--- config.mk ---
export PLATFORM = sky130hd
export DESIGN_NAME = pwm_deadtime_gen
export DESIGN_NICKNAME = d
export VERILOG_FILES = /design/src/rtl/pwm_deadtime_gen.sv
export SDC_FILE = /design/constraint.sdc
export NUM_CORES = 1
export LEC_CHECK = 0
export CORE_MARGIN = 2
export CORE_UTILIZATION = 45
export DETAILED_ROUTE_END_ITERATION = 10
export MAX_ROUTING_LAYER = met4
export PLACE_DENSITY_LB_ADDON = 0.15
export SETUP_SLACK_MARGIN = 0.15
export SLEW_MARGIN = 30
export SYNTH_ARGS = -nofsm -noshare
export SYNTH_HDL_FRONTEND = slang
export SYNTH_SLANG_ARGS = --single-unit
--- constraint.sdc ---
create_clock -name clk_i -period 2.9 [get_ports clk_i]
set_input_delay 0.58 -clock clk_i [delete_from_list [all_inputs] [get_ports clk_i]]
set_output_delay 0.58 -clock clk_i [all_outputs]
set_load 0.02 [all_outputs]
--- src/rtl/pwm_deadtime_gen.sv ---
// Complementary high/low-side drive with programmable dead time, one
// independent state machine and down-counter per PWM channel.
module pwm_deadtime_gen #(
  parameter int unsigned CH_NUM   = 4,
  parameter int unsigned DT_WIDTH = 8
) (
  input  logic                clk_i,
  input  logic                rst_n_i,
  input  logic                en_i,
  input  logic [DT_WIDTH-1:0] dt_i,
  input  logic [CH_NUM-1:0]   pwm_i,
  output logic [CH_NUM-1:0]   pwm_h_o,
  output logic [CH_NUM-1:0]   pwm_l_o,
  output logic [CH_NUM-1:0]   busy_o
);

  typedef enum logic [2:0] {
    OFF,
    LO,
    DT_LH,
    HI,
    DT_HL
  } state_t;

  state_t              state_q [CH_NUM];
  state_t              state_d [CH_NUM];
  logic [DT_WIDTH-1:0] cnt_q   [CH_NUM];
  logic [DT_WIDTH-1:0] cnt_d   [CH_NUM];

  logic                dt_zero;
  logic [DT_WIDTH-1:0] dt_load;

  assign dt_zero = (dt_i == '0);
  assign dt_load = dt_i - DT_WIDTH'(1);

  always_comb begin
    for (int unsigned i = 0; i < CH_NUM; i++) begin
      state_d[i] = state_q[i];
      cnt_d[i]   = cnt_q[i];
      if (!en_i) begin
        state_d[i] = OFF;
        cnt_d[i]   = '0;
      end else begin
        unique case (state_q[i])
          OFF: begin
            if (pwm_i[i]) state_d[i] = dt_zero ? HI : DT_LH;
            else          state_d[i] = dt_zero ? LO : DT_HL;
            cnt_d[i] = dt_zero ? '0 : dt_load;
          end
          LO: begin
            if (pwm_i[i]) begin
              state_d[i] = dt_zero ? HI : DT_LH;
              cnt_d[i]   = dt_zero ? '0 : dt_load;
            end
          end
          HI: begin
            if (!pwm_i[i]) begin
              state_d[i] = dt_zero ? LO : DT_HL;
              cnt_d[i]   = dt_zero ? '0 : dt_load;
            end
          end
          // A request that collapses inside the window falls back to the
          // side that was driven before, so the short pulse never appears.
          DT_LH: begin
            if (!pwm_i[i]) begin
              state_d[i] = LO;
              cnt_d[i]   = '0;
            end else if (cnt_q[i] == '0) begin
              state_d[i] = HI;
            end else begin
              cnt_d[i] = cnt_q[i] - DT_WIDTH'(1);
            end
          end
          DT_HL: begin
            if (pwm_i[i]) begin
              state_d[i] = HI;
              cnt_d[i]   = '0;
            end else if (cnt_q[i] == '0) begin
              state_d[i] = LO;
            end else begin
              cnt_d[i] = cnt_q[i] - DT_WIDTH'(1);
            end
          end
          default: begin
            state_d[i] = OFF;
            cnt_d[i]   = '0;
          end
        endcase
      end
    end
  end

  // Outputs are registered from the next state so they equal a decode of
  // the state register without any combinational glitching.
  always_ff @(posedge clk_i) begin
    for (int unsigned i = 0; i < CH_NUM; i++) begin
      if (!rst_n_i) begin
        state_q[i] <= OFF;
        cnt_q[i]   <= '0;
        pwm_h_o[i] <= 1'b0;
        pwm_l_o[i] <= 1'b0;
        busy_o[i]  <= 1'b0;
      end else begin
        state_q[i] <= state_d[i];
        cnt_q[i]   <= cnt_d[i];
        pwm_h_o[i] <= (state_d[i] == HI);
        pwm_l_o[i] <= (state_d[i] == LO);
        busy_o[i]  <= (state_d[i] == DT_LH) || (state_d[i] == DT_HL);
      end
    end
  end

endmodule

# [Word-level counts from Yosys, hierarchy flattened]
# Memory sizes are Yosys's and may differ from the RTL's.
# Cells that the tools add are included.
[totals] ff_bits=12 mem_bits_rw=44 in_bits=15 out_inout_bits=12 wordCells=140 memories=2
[classes] add_sub_neg=5 eq_ne=32 muxes=77 bitwise_logic=8 n_reduce_logical=13
[mem_list] name="cnt_q" words=4 width=8 read_ports=4 rd_clocked_by_memory_dff=0 write_ports=4 line_no="27" rtl="logic [DT_WIDTH-1:0] cnt_q [CH_NUM];"
[mem_list] name="state_q" words=4 width=3 read_ports=4 rd_clocked_by_memory_dff=0 write_ports=4 line_no="25" rtl="state_t state_q [CH_NUM];"
[ops] operator="$mux 8" n=29
[ops] operator="$pmux 8 s5" n=4
[ops] operator="$mux 3" n=37
[ops] operator="$pmux 3 s5" n=4
[ops] operator="$eq 3x2->1 const B" n=16
[ops] operator="$logic_not 8->1" n=5
[ops] operator="$sub 8x1->8 const B" n=5
[ops] operator="$eq 3x1->1 const B" n=8
[ops] operator="$eq 3x3->1 const B" n=8
[ops] operator="$logic_not 3->1" n=4
[ops] operator="$or 1x1->1" n=8
[ops] operator="$logic_or 1x1->1" n=4
[ops] operator="$mux 1" n=3

# [Logic depth before layout (Yosys ltp)]
[logic_depth] ltp_word=7 ltp_mapped=8 ltp_nobuf=7

# [Worst setup path after synthesis]
# OpenSTA, ideal clock, no wires.
[synth_timing] path_kind="input-to-reg" start="in pwm_i[0]" end="mem cnt_q[0][1]" setup_time_ps=58 t_arrival_ps=2034 required_ps=2842 path_slack_ps=808 cell_stages=6 n_path_buf=1 path_cell_list="buf_2 -> or3b_1 -> a221o_2 -> or2_2 -> o32ai_1 -> a31o_2"
[synth_rtl] element="from (decl)" line_no="11" rtl="input logic [CH_NUM-1:0] pwm_i,"
[synth_rtl] element="to (decl)" line_no="27"

# [Final worst setup path]
[layout_timing] start="in dt_i[0]" end="reg busy_o[3]"
[layout_via] elab_chain_len=7 word_cells_on_any_way=11 cone_classes="eq/ne: 2; mux: 7; reduce/logical: 2"
[layout_rtl] element="from (decl)" line_no="10" rtl="input logic [DT_WIDTH-1:0] dt_i,"
[layout_rtl] element="$logic_not 8->1 (*)" line_no="33" rtl="assign dt_zero = (dt_i == '0);"
[layout_rtl] element="$mux 3 / $mux 1 (equally long branches)"
[layout_rtl] element="$mux 3, on equally long branches" line_no="57, 46, 51"
[layout_rtl] element="$pmux 3 s5 (*)" line_no="44" rtl="unique case (state_q[i])"
[layout_rtl] element="$mux 3 (*)" line_no="40" rtl="if (!en_i) begin"
[layout_rtl] element="$eq 3x2->1 / $eq 3x3->1 (equally long branches)" line_no="108" rtl="busy_o[i] <= (state_d[i] == DT_LH) || (state_d[i] == DT_HL);"
[layout_rtl] element="$logic_or 1x1->1 (*)" line_no="108"
[layout_rtl] element="to (signal, indexed assignment)" line_no="108"
[layout_rtl] element="to (decl)" line_no="14" rtl="output logic [CH_NUM-1:0] busy_o"
# Mark *: on every way between the ends. The rest lies on a longest branch, timed or not.
# A chain may end at the register's enable or synchronous reset.

==> metrics.cfg <==
[timing]
hold_violations = 0
finalCriticalPeriod_ps = 2440
period_share_pct = 84.2
rsz0062_at_grt = false
maxSlewViolCount = 0
setup_viol = 0
max_freq_ghz = 0.410
slew_headroom_pct = 57.2
setup-tns-final_ps = 0
max_slew.worst_pin.slew_ps = 637
skew_ps = 19.0

[cells_and_area]
finish.utilization_pct = 53.4
syn2layout_area_growth_pct = 13.7
final_nets = 507
drive_above_1_share_pct = 10.6
antennaDiodeCount = 0

[synthesis]
synth_common_cells = dfxtp_1 (56), nand2_1 (42), nor2_1 (42)
synth_nets = 477
yosysUniqueCellTypes = 72
synthCells = 452
yosys.cell_count.top_type = dfxtp_1
async_flop_share_pct = 0
ys_ff_latch = 56
dominantRegCellSynth = dfxtp_1
muxShareOfSynthArea_pct = 0.614
yosysWarnings = 0
synth_xor_area_share_pct = 6.21
synth_top_family_by_area = simple AND/OR/NAND/NOR gates
synthSimpleGateAreaFrac_pct = 27.0
synth_adder_area_share_pct = 3.41
synth_compound_area_share_pct = 27.0
avgSynthCellArea_sq_um = 8.11
synth_top_area_share_pct = 30.6
ys_seq_area_share_pct = 30.6
syn_area_sq_mm = 0.00367
synth_edf_count = 0
synth_top_cell_by_area = dfxtp_1
synth_area_leaders = dfxtp_1 (31%), nand2_1 (4.3%), nor2_1 (4.3%)

[floorplan]
coreArea_sq_mm = 0.00781
die_w_um = 94.3
start_util_pct = 47.0
row_count = 32
die_h_um = 94.3
ios = 27
dieArea_sq_mm = 0.00888

[cts]
clock_sinks = 56
cts_buffers = 5
worstSkewPairLatency_ps = 310
cts_hold_buf = 0
htreeDepth = 2
cts-root-buf = clkbuf_8
path_clk_slew_ps = 100
cts_tree = built
clock_path_buffers = 2
cts_setup_buffers = 0
cts_resized = 0

[pwr]
leakagePower_nw = 1.54
pwr-share-clk_pct = 25.0
comb_power_share_pct = 27.3
seqPwrFrac_pct = 47.8
powerDensity_mw_per_mm2 = 439
intPower_mw = 1.24
p_sw_mw = 0.592
peakVddDrop_mv = 0.252
p_sw_share_pct = 32.4

[routing]
num_vias = 3470
post-route-drc-count = 0
first_iter_violations = 152
firstDrtPassIters = 5
viasPerCell = 5.93
wire_per_inst_um = 15.9
antenna_left = 0
wirelength_mm = 9.32

[critical_path]
startpoint = dt_i[0]
path_max_fanout = 7
worst_setup_path_end_kind = flop
critPathKind = in2reg
cp-start-kind = input port
worst_ep_required_time_ps = 3080
timing.critical_path.arrival_ps = 2620
r2r_start = state_q[1][2]

[global_route]
grt_pass1_wl_mm = 15.8
antenna_found_initial = 0
grt_max_degree = 16
grtUsageTotal_pct = 22.6
grt_overflow_total = 0
grt_pass1_vias = 3282

[run]
maxCapViolCount = 0

[place]
io_buffers = 26
dp_hpwl_mm = 6.93
routabilityCongestion = 0.842

[outcome]
status = finished clean

[worst_hold_path]
hp-class = reg2reg
min-delay-start = cnt_q[2][4]

[final cells by class]
type / count / area [sq um]
Clock buffer: 8 / 90.1
Fill cell: 749 / 3640
Inverter: 25 / 93.8
Multi-Input combinational cell: 352 / 2350
Sequential cell: 56 / 1120
Tap cell: 102 / 128
Timing Repair Buffer: 42 / 380
[state kept, by name, summed over array words and instances (netlist names)]
register and flops:
state_q 12, pwm_h_o 4, pwm_l_o 4, busy_o 4, cnt_q 32
[worst max-delay path: stages]
cell	delay, ps
clkdlybuf4s50_1	460
inv_1	120
ha_1	150
nor3b_4	310
nand2_1	300
a221oi_1	340
o21ai_0	180
nor3b_1	180
[metrics by stage]
step,worst slack (ps),power (mW),instances,instance area (sq um),hold slack [ps]
global placement,251,1.37,577,4080,468
floorplan,808,1.24,452,3670,450
finish,459,1.83,585,4170,493
CTS,496,1.83,585,4170,492
global route,291,1.94,585,4170,513
detailed placement,178,1.38,577,4080,478
[path summary, 6_finish.rpt]
check	endpoint	slack [ps]	depth (start not counted)
max	busy_o[3]	460	8
min	cnt_q[2][4]	490	2
max reg2reg	cnt_q[1][5]	740	5
min reg2reg	cnt_q[2][4]	490	2
[layer usage]
layer  global-route usage [%]  wire length [um]
met1                     29.4              4340
met2                     36.3              4470
met3                     4.17               399
met4                     5.43               118
met5                        -                 0
[cell usage in the layout, fill, tap and decap left out, types with 4 or more instances in the layout]
cell type         n
a211oi_1          5
a21oi_1          17
a221oi_1          4
a22oi_1           6
a31o_2            4
a31oi_1           4
a32o_1            6
and2_1            8
and3_1            4
buf_4            16
clkbuf_8          6
clkdlybuf4s50_1  26
dfxtp_1          56
ha_1             10
inv_1            25
nand2_1          42
nand2b_1         13
nand3_1           5
nand3b_1          4
nor2_1           42
nor2b_1           6
nor3_1           21
nor3b_1           5
nor4_1            6
o211ai_1          5
o21ai_0          23
o221ai_1          4
o22ai_1           9
o32ai_1           4
or2_2             6
or3_1             5
or3b_2            4
xnor2_1          13
xor2_1           13
[cell families (layout without fill, tap and decap cells)]
logic type,Yosys count,in the layout
simple gates,184,184
compound gates,130,130
flops,56,56
buf+inv,44,75
xor+xnor,26,26
fa+ha+maj,10,10
mux,2,2
[power groups by stage]
| stage | Clock [mW] | Sequential [mW] | Combinational (mW) |
|---|---|---|---|
| detailed placement | 0 | 0.889 | 0.492 |
| finish | 0.456 | 0.874 | 0.498 |
| global placement | 0 | 0.889 | 0.486 |
| global route | 0.498 | 0.881 | 0.558 |
| CTS | 0.461 | 0.871 | 0.495 |
| floorplan | 0 | 0.873 | 0.370 |
Power figures use the tool's default switching activity.
